File: src/rtl/shift_pkg.sv
// rtl/shift_pkg.sv - op encoding and helpers shared by the shift pipeline
// Contents: OP_W (op field width), shift_op_t (mode encoding, 101..111 reserved),
//           is_reserved() (flags the reserved codes).
package shift_pkg;

  localparam int OP_W = 3;

  typedef enum logic [OP_W-1:0] {
    OP_ROL  = 3'b000,
    OP_SLL  = 3'b001,
    OP_ROR  = 3'b010,
    OP_SRL  = 3'b011,
    OP_SRA  = 3'b100,
    OP_RSV5 = 3'b101,
    OP_RSV6 = 3'b110,
    OP_RSV7 = 3'b111
  } shift_op_t;

  function automatic logic is_reserved(input shift_op_t op);
    return (op == OP_RSV5) || (op == OP_RSV6) || (op == OP_RSV7);
  endfunction

endpackage

File: src/rtl/shift_stage.sv
// rtl/shift_stage.sv - one registered barrel-shifter stage shifting by DIST
// Ports: clk, rst            clock, async active-high reset
//        up_valid/up_ready   upstream handshake; up_data/up_amt/up_op/up_err payload
//        dn_valid/dn_ready   downstream handshake; dn_data/dn_amt/dn_op/dn_err payload
module shift_stage
  import shift_pkg::*;
#(
  parameter int WIDTH = 16,
  parameter int DIST  = 1,
  localparam int SHW  = $clog2(WIDTH)
) (
  input  logic             clk,
  input  logic             rst,
  input  logic             up_valid,
  output logic             up_ready,
  input  logic [WIDTH-1:0] up_data,
  input  logic [SHW-1:0]   up_amt,
  input  shift_op_t        up_op,
  input  logic             up_err,
  output logic             dn_valid,
  input  logic             dn_ready,
  output logic [WIDTH-1:0] dn_data,
  output logic [SHW-1:0]   dn_amt,
  output shift_op_t        dn_op,
  output logic             dn_err
);

  // Amount bit that enables this stage's shift.
  localparam int BIT = $clog2(DIST);

  logic             valid_q;
  logic [WIDTH-1:0] data_q;
  logic [SHW-1:0]   amt_q;
  shift_op_t        op_q;
  logic             err_q;
  logic [WIDTH-1:0] shifted;
  logic             load;

  // An empty slot always accepts, so bubbles collapse under a stalled output.
  assign up_ready = !valid_q || dn_ready;
  assign load     = up_valid && up_ready;

  always_comb begin
    shifted = up_data;
    if (up_amt[BIT] && !up_err) begin
      case (up_op)
        OP_ROL:  shifted = (up_data << DIST) | (up_data >> (WIDTH - DIST));
        OP_SLL:  shifted = up_data << DIST;
        OP_ROR:  shifted = (up_data >> DIST) | (up_data << (WIDTH - DIST));
        OP_SRL:  shifted = up_data >> DIST;
        OP_SRA:  shifted = $signed(up_data) >>> DIST;
        default: shifted = up_data;
      endcase
    end
  end

  // Valid follows the upstream whenever this slot is free or draining.
  always_ff @(posedge clk or posedge rst) begin
    if (rst) begin
      valid_q <= 1'b0;
    end else if (up_ready) begin
      valid_q <= up_valid;
    end
  end

  // Payload registers only capture on a real transfer.
  always_ff @(posedge clk or posedge rst) begin
    if (rst) begin
      data_q <= '0;
      amt_q  <= '0;
      op_q   <= OP_ROL;
      err_q  <= 1'b0;
    end else if (load) begin
      data_q <= shifted;
      amt_q  <= up_amt;
      op_q   <= up_op;
      err_q  <= up_err;
    end
  end

  assign dn_valid = valid_q;
  assign dn_data  = data_q;
  assign dn_amt   = amt_q;
  assign dn_op    = op_q;
  assign dn_err   = err_q;

endmodule

File: src/rtl/shift_pipe.sv
// rtl/shift_pipe.sv - pipelined barrel shifter, one registered stage per amount bit
// Ports: clk, rst                 clock, async active-high reset
//        in_valid/in_ready        operation handshake; in_data, in_amt, in_op operands
//        out_valid/out_ready      result handshake; out_data result, out_err reserved-op flag
module shift_pipe
  import shift_pkg::*;
#(
  parameter int WIDTH = 16,
  localparam int SHW  = $clog2(WIDTH)
) (
  input  logic             clk,
  input  logic             rst,
  input  logic             in_valid,
  output logic             in_ready,
  input  logic [WIDTH-1:0] in_data,
  input  logic [SHW-1:0]   in_amt,
  input  logic [OP_W-1:0]  in_op,
  output logic             out_valid,
  input  logic             out_ready,
  output logic [WIDTH-1:0] out_data,
  output logic             out_err
);

  // Index k is the input side of stage k; index SHW is the pipeline output.
  logic [SHW:0]     valid_c;
  logic [SHW:0]     ready_c;
  logic [SHW:0]     err_c;
  logic [WIDTH-1:0] data_c [SHW+1];
  logic [SHW-1:0]   amt_c  [SHW+1];
  shift_op_t        op_c   [SHW+1];
  logic             unused_tail;

  assign valid_c[0] = in_valid;
  assign data_c[0]  = in_data;
  assign amt_c[0]   = in_amt;
  assign op_c[0]    = shift_op_t'(in_op);
  // Reserved ops are flagged once at entry; stages then pass the data untouched.
  assign err_c[0]   = is_reserved(shift_op_t'(in_op));
  assign in_ready   = ready_c[0];

  assign ready_c[SHW] = out_ready;
  assign out_valid    = valid_c[SHW];
  assign out_data     = data_c[SHW];
  assign out_err      = err_c[SHW];

  // Amount and op are not needed past the final stage.
  assign unused_tail = ^{amt_c[SHW], op_c[SHW]};

  for (genvar k = 0; k < SHW; k++) begin : g_stage
    shift_stage #(
      .WIDTH (WIDTH),
      .DIST  (1 << k)
    ) u_stage (
      .clk      (clk),
      .rst      (rst),
      .up_valid (valid_c[k]),
      .up_ready (ready_c[k]),
      .up_data  (data_c[k]),
      .up_amt   (amt_c[k]),
      .up_op    (op_c[k]),
      .up_err   (err_c[k]),
      .dn_valid (valid_c[k+1]),
      .dn_ready (ready_c[k+1]),
      .dn_data  (data_c[k+1]),
      .dn_amt   (amt_c[k+1]),
      .dn_op    (op_c[k+1]),
      .dn_err   (err_c[k+1])
    );
  end

endmodule

File: config.mk
export PLATFORM = sky130hd
export DESIGN_NAME = shift_pipe
export DESIGN_NICKNAME = d
export VERILOG_FILES = /design/src/rtl/shift_pkg.sv /design/src/rtl/shift_stage.sv /design/src/rtl/shift_pipe.sv
export SDC_FILE = /design/constraint.sdc
export NUM_CORES = 1
export LEC_CHECK = 0
export ABC_AREA = 1
export CELL_PAD_IN_SITES_DETAIL_PLACEMENT = 1
export CELL_PAD_IN_SITES_GLOBAL_PLACEMENT = 2
export CORE_MARGIN = 5
export CORE_UTILIZATION = 25
export CTS_CLUSTER_DIAMETER = 60
export DETAILED_ROUTE_END_ITERATION = 8
export PLACE_DENSITY = 0.63
export SETUP_SLACK_MARGIN = 0.02
export SLEW_MARGIN = 20
export SYNTH_ARGS = -nofsm -noshare
export SYNTH_HDL_FRONTEND = slang
export SYNTH_SLANG_ARGS = --single-unit
File: constraint.sdc
create_clock -name clk -period 3.3 [get_ports clk]
set_input_delay 0.66 -clock clk [delete_from_list [all_inputs] [get_ports clk]]
set_output_delay 0.66 -clock clk [all_outputs]
set_load 0.02 [all_outputs]
==> reports/qor.yml <==
cp.arrival_ns: 2.07
port_buffers: 45
holdWs_ns: 0.476
fillers: 2665
tritoncts: "built"
start_kind: "input pin"
p_leak_nw: 3.14
tightestPinTransition_ns: 0.983
vdd_drop_max_mv: 0.228
grt_pass1_vias: 5180
antenna_cells: 0
ys_seq_elements: 87
postSynthAreaPerCell_um2: 6.69
synthCells: 797
finalClockSkew_ns: 0.00912
clkSinkCount: 87
crit_top_cell: "clkdlybuf4s50_1"
grtUsageTotal_pct: 13.3
grt.overflow.total: 0
synth_top_cell_area_share_pct: 40.9
ys_warn_count: 0
power_mw: 4.68
critPathMaxFanout: 3
required_ns: 2.64
postCtsSetupRepairBufs: 0
cts_resized: 0
pre_cts_ws_ns: 0.549
cp_top_family: "buffers and inverters"
synth.area.top_cells: "dfrtp_1 41%, nand2_1 26%, inv_1 5.2%, nor2_1 3.9%, buf_4 3.4%"
cp_slowest_cell: "clkdlybuf4s50_1"
grt_max_degree: 45
period_minus_slack_ns: 2.73
nets: 842
start_util_pct: 25.3
crit_chain: "clkdlybuf4s50_1, nor2_2, nand4_1, clkdlybuf4s50_1"
ios: 46
yosys-top-cells-count: "371 x nand2_1, 87 x dfrtp_1, 74 x inv_1, 56 x nor2_1, 33 x nand3_1"
slowest_delay_ns: 0.58
clock_tree.buffer_depth: 2
drc_errors: 0
hp-start: "g_stage[3].u_stage.dn_err$_DFFE_PP0P_"
netlist_area_mm2: 0.00533
place_congestion: 0.771
crit_path_end_kind: "primary output"
synthArstFlopShare_pct: 100
synth-edff-count: 0
drv_slew: 0
die_width_um: 156
vias_per_cell: 4.40
routed_wirelength_um: 15300
cts_buffers: 9
first_pass_iters: 4
drtAntennaViolNets: 0
wl_per_cell_um: 14.0
rr_worst_depth: 6
antenna_found_initial: 0
finalSetupTns_ns: 0
status: "finished, final reports clean"
synth_area_leader_cell: "dfrtp_1"
setup_slack_ns: 0.571
rsz0062_at_grt: "no"
chipHeight_um: 156
hold_path_class: "flop to flop"
fmax_ghz: 0.366
drv_cap: 0
hpwl_um: 11500
worstPathBufferInverterCount: 2
num_vias: 4822
layout-drive-gt1-share_pct: 8.54
syn_nets: 824
finalHoldViolations: 0
crit_path_start: "out_ready"
drt_iter0_markers: 202
core-area_mm2: 0.0210
setup_viol: 0
min_path_cells: 2
regToRegStartpoint: "g_stage[0].u_stage.dn_op[0]$_DFFE_PP0P_"
clk_latency_ns: 0.35
ys_types: 24
synth_top_flop_cell: "dfrtp_1"
post-route-period-util_pct: 82.7
hold_buffers: 0
ys_seq_area_share_pct: 40.9
cp_num_cells: 4
critPathKind: "input pin to primary output"
rows: 53
cts_max_level: 3
area_growth_pct: 16.0
die_area_mm2: 0.0243
root_buffer: "clkbuf_16"
clk_pin_slew_worst_paths_ns: 0.07
relSlewSlack_pct: 34.3
grt_pass1_wl_um: 26300
synth.most_common_cell: "nand2_1"
power_density_mw_per_mm2: 758
## cell usage in the layout, fill, tap and decap left out, types with 3 or more instances in the layout
cell / synthesis / final
clkinv_4: 0 / 3
a21oi_1: 30 / 30
dfrtp_1: 87 / 87
clkdlybuf4s50_1: 0 / 45
buf_4: 24 / 6
inv_1: 74 / 73
o21ai_4: 3 / 3
nor2_1: 56 / 56
or2_2: 8 / 8
nand2_1: 371 / 371
nand3_1: 33 / 33
o21ai_1: 18 / 18
nor3_1: 4 / 4
clkbuf_16: 0 / 9
nor2_4: 6 / 6
o21ai_0: 23 / 23
inv_2: 6 / 6
nand4_1: 10 / 10
nor2_2: 17 / 17
a21oi_2: 3 / 3
## power breakdown
part | leakage, nW | total [mW] | switching, mW | internal, mW
Clock | 0.155 | 1.08 | 0.459 | 0.619
Combinational | 1.92 | 1.84 | 1.15 | 0.695
Sequential | 1.07 | 1.76 | 0.349 | 1.41
## per-stage QoR
| stage | util (%) | area (um2) | instances |
|---|---|---|---|
| after floorplan | - | 5330 | 797 |
| after global placement | 27.9 | 5870 | 1079 |
| after detailed placement | 27.9 | 5870 | 1079 |
| after CTS | 29.4 | 6180 | 1095 |
| after global routing | 29.4 | 6180 | 1095 |
| final | 29.4 | 6180 | 1095 |
## layout make-up
| type | instances | area, um2 | share of cell area, % |
|---|---|---|---|
| sequential | 87 | 2180 | 35.2 |
| multi-input combinational | 584 | 2520 | 40.8 |
| clock buffer | 10 | 239 | 3.87 |
| tap | 275 | 344 | 5.57 |
| inverter | 81 | 308 | 4.98 |
| clock inverter | 6 | 76.3 | 1.23 |
| timing repair buffer | 52 | 515 | 8.34 |
## path summary, 6_finish.rpt
kind                                                         endpoint  slack [ns]
setup / recovery                                             in_ready        0.57
hold / removal                  g_stage[3].u_stage.dn_err$_DFFE_PP0P_        0.48
hold reg to reg                 g_stage[3].u_stage.dn_err$_DFFE_PP0P_        0.48
min in group asynchronous     g_stage[3].u_stage.dn_valid$_DFFE_PP0P_        0.75
setup reg to reg           g_stage[1].u_stage.dn_data[11]$_DFFE_PP0P_        1.30
max in group asynchronous   g_stage[1].u_stage.dn_data[8]$_DFFE_PP0P_        1.80
## registers in the layout (all words and copies together) (netlist names)
signal / count
g_stage.u_stage.dn_data: 64
g_stage.u_stage.dn_op: 9
g_stage.u_stage.dn_amt: 6
g_stage.u_stage.dn_err: 4
g_stage.u_stage.dn_valid: 4
## kinds of logic (layout without fill, tap and decap cells)
family	after synthesis	in the layout	synth area share, %
simple gates	507	507	39.3
buf+inv	126	149	11.8
flops	87	87	40.9
compound gates	77	77	8.08
## layer usage
metal  up-vias  share of wire [%]  GRT usage (%)
met5         -                  0              0
met4         0                1.2           3.83
met3        11                2.1           2.11
met2        35                 50           23.6
met1      2310                 47           16.8
li1       2466                  -              -
## worst reg2reg max path, delay by kind of cell, from the launching register on
kind	cells	cell delay (ns)
compound gates	1	0.27
flops	1	0.47
simple gates	5	1.15
Power figures use the tool's default switching activity.
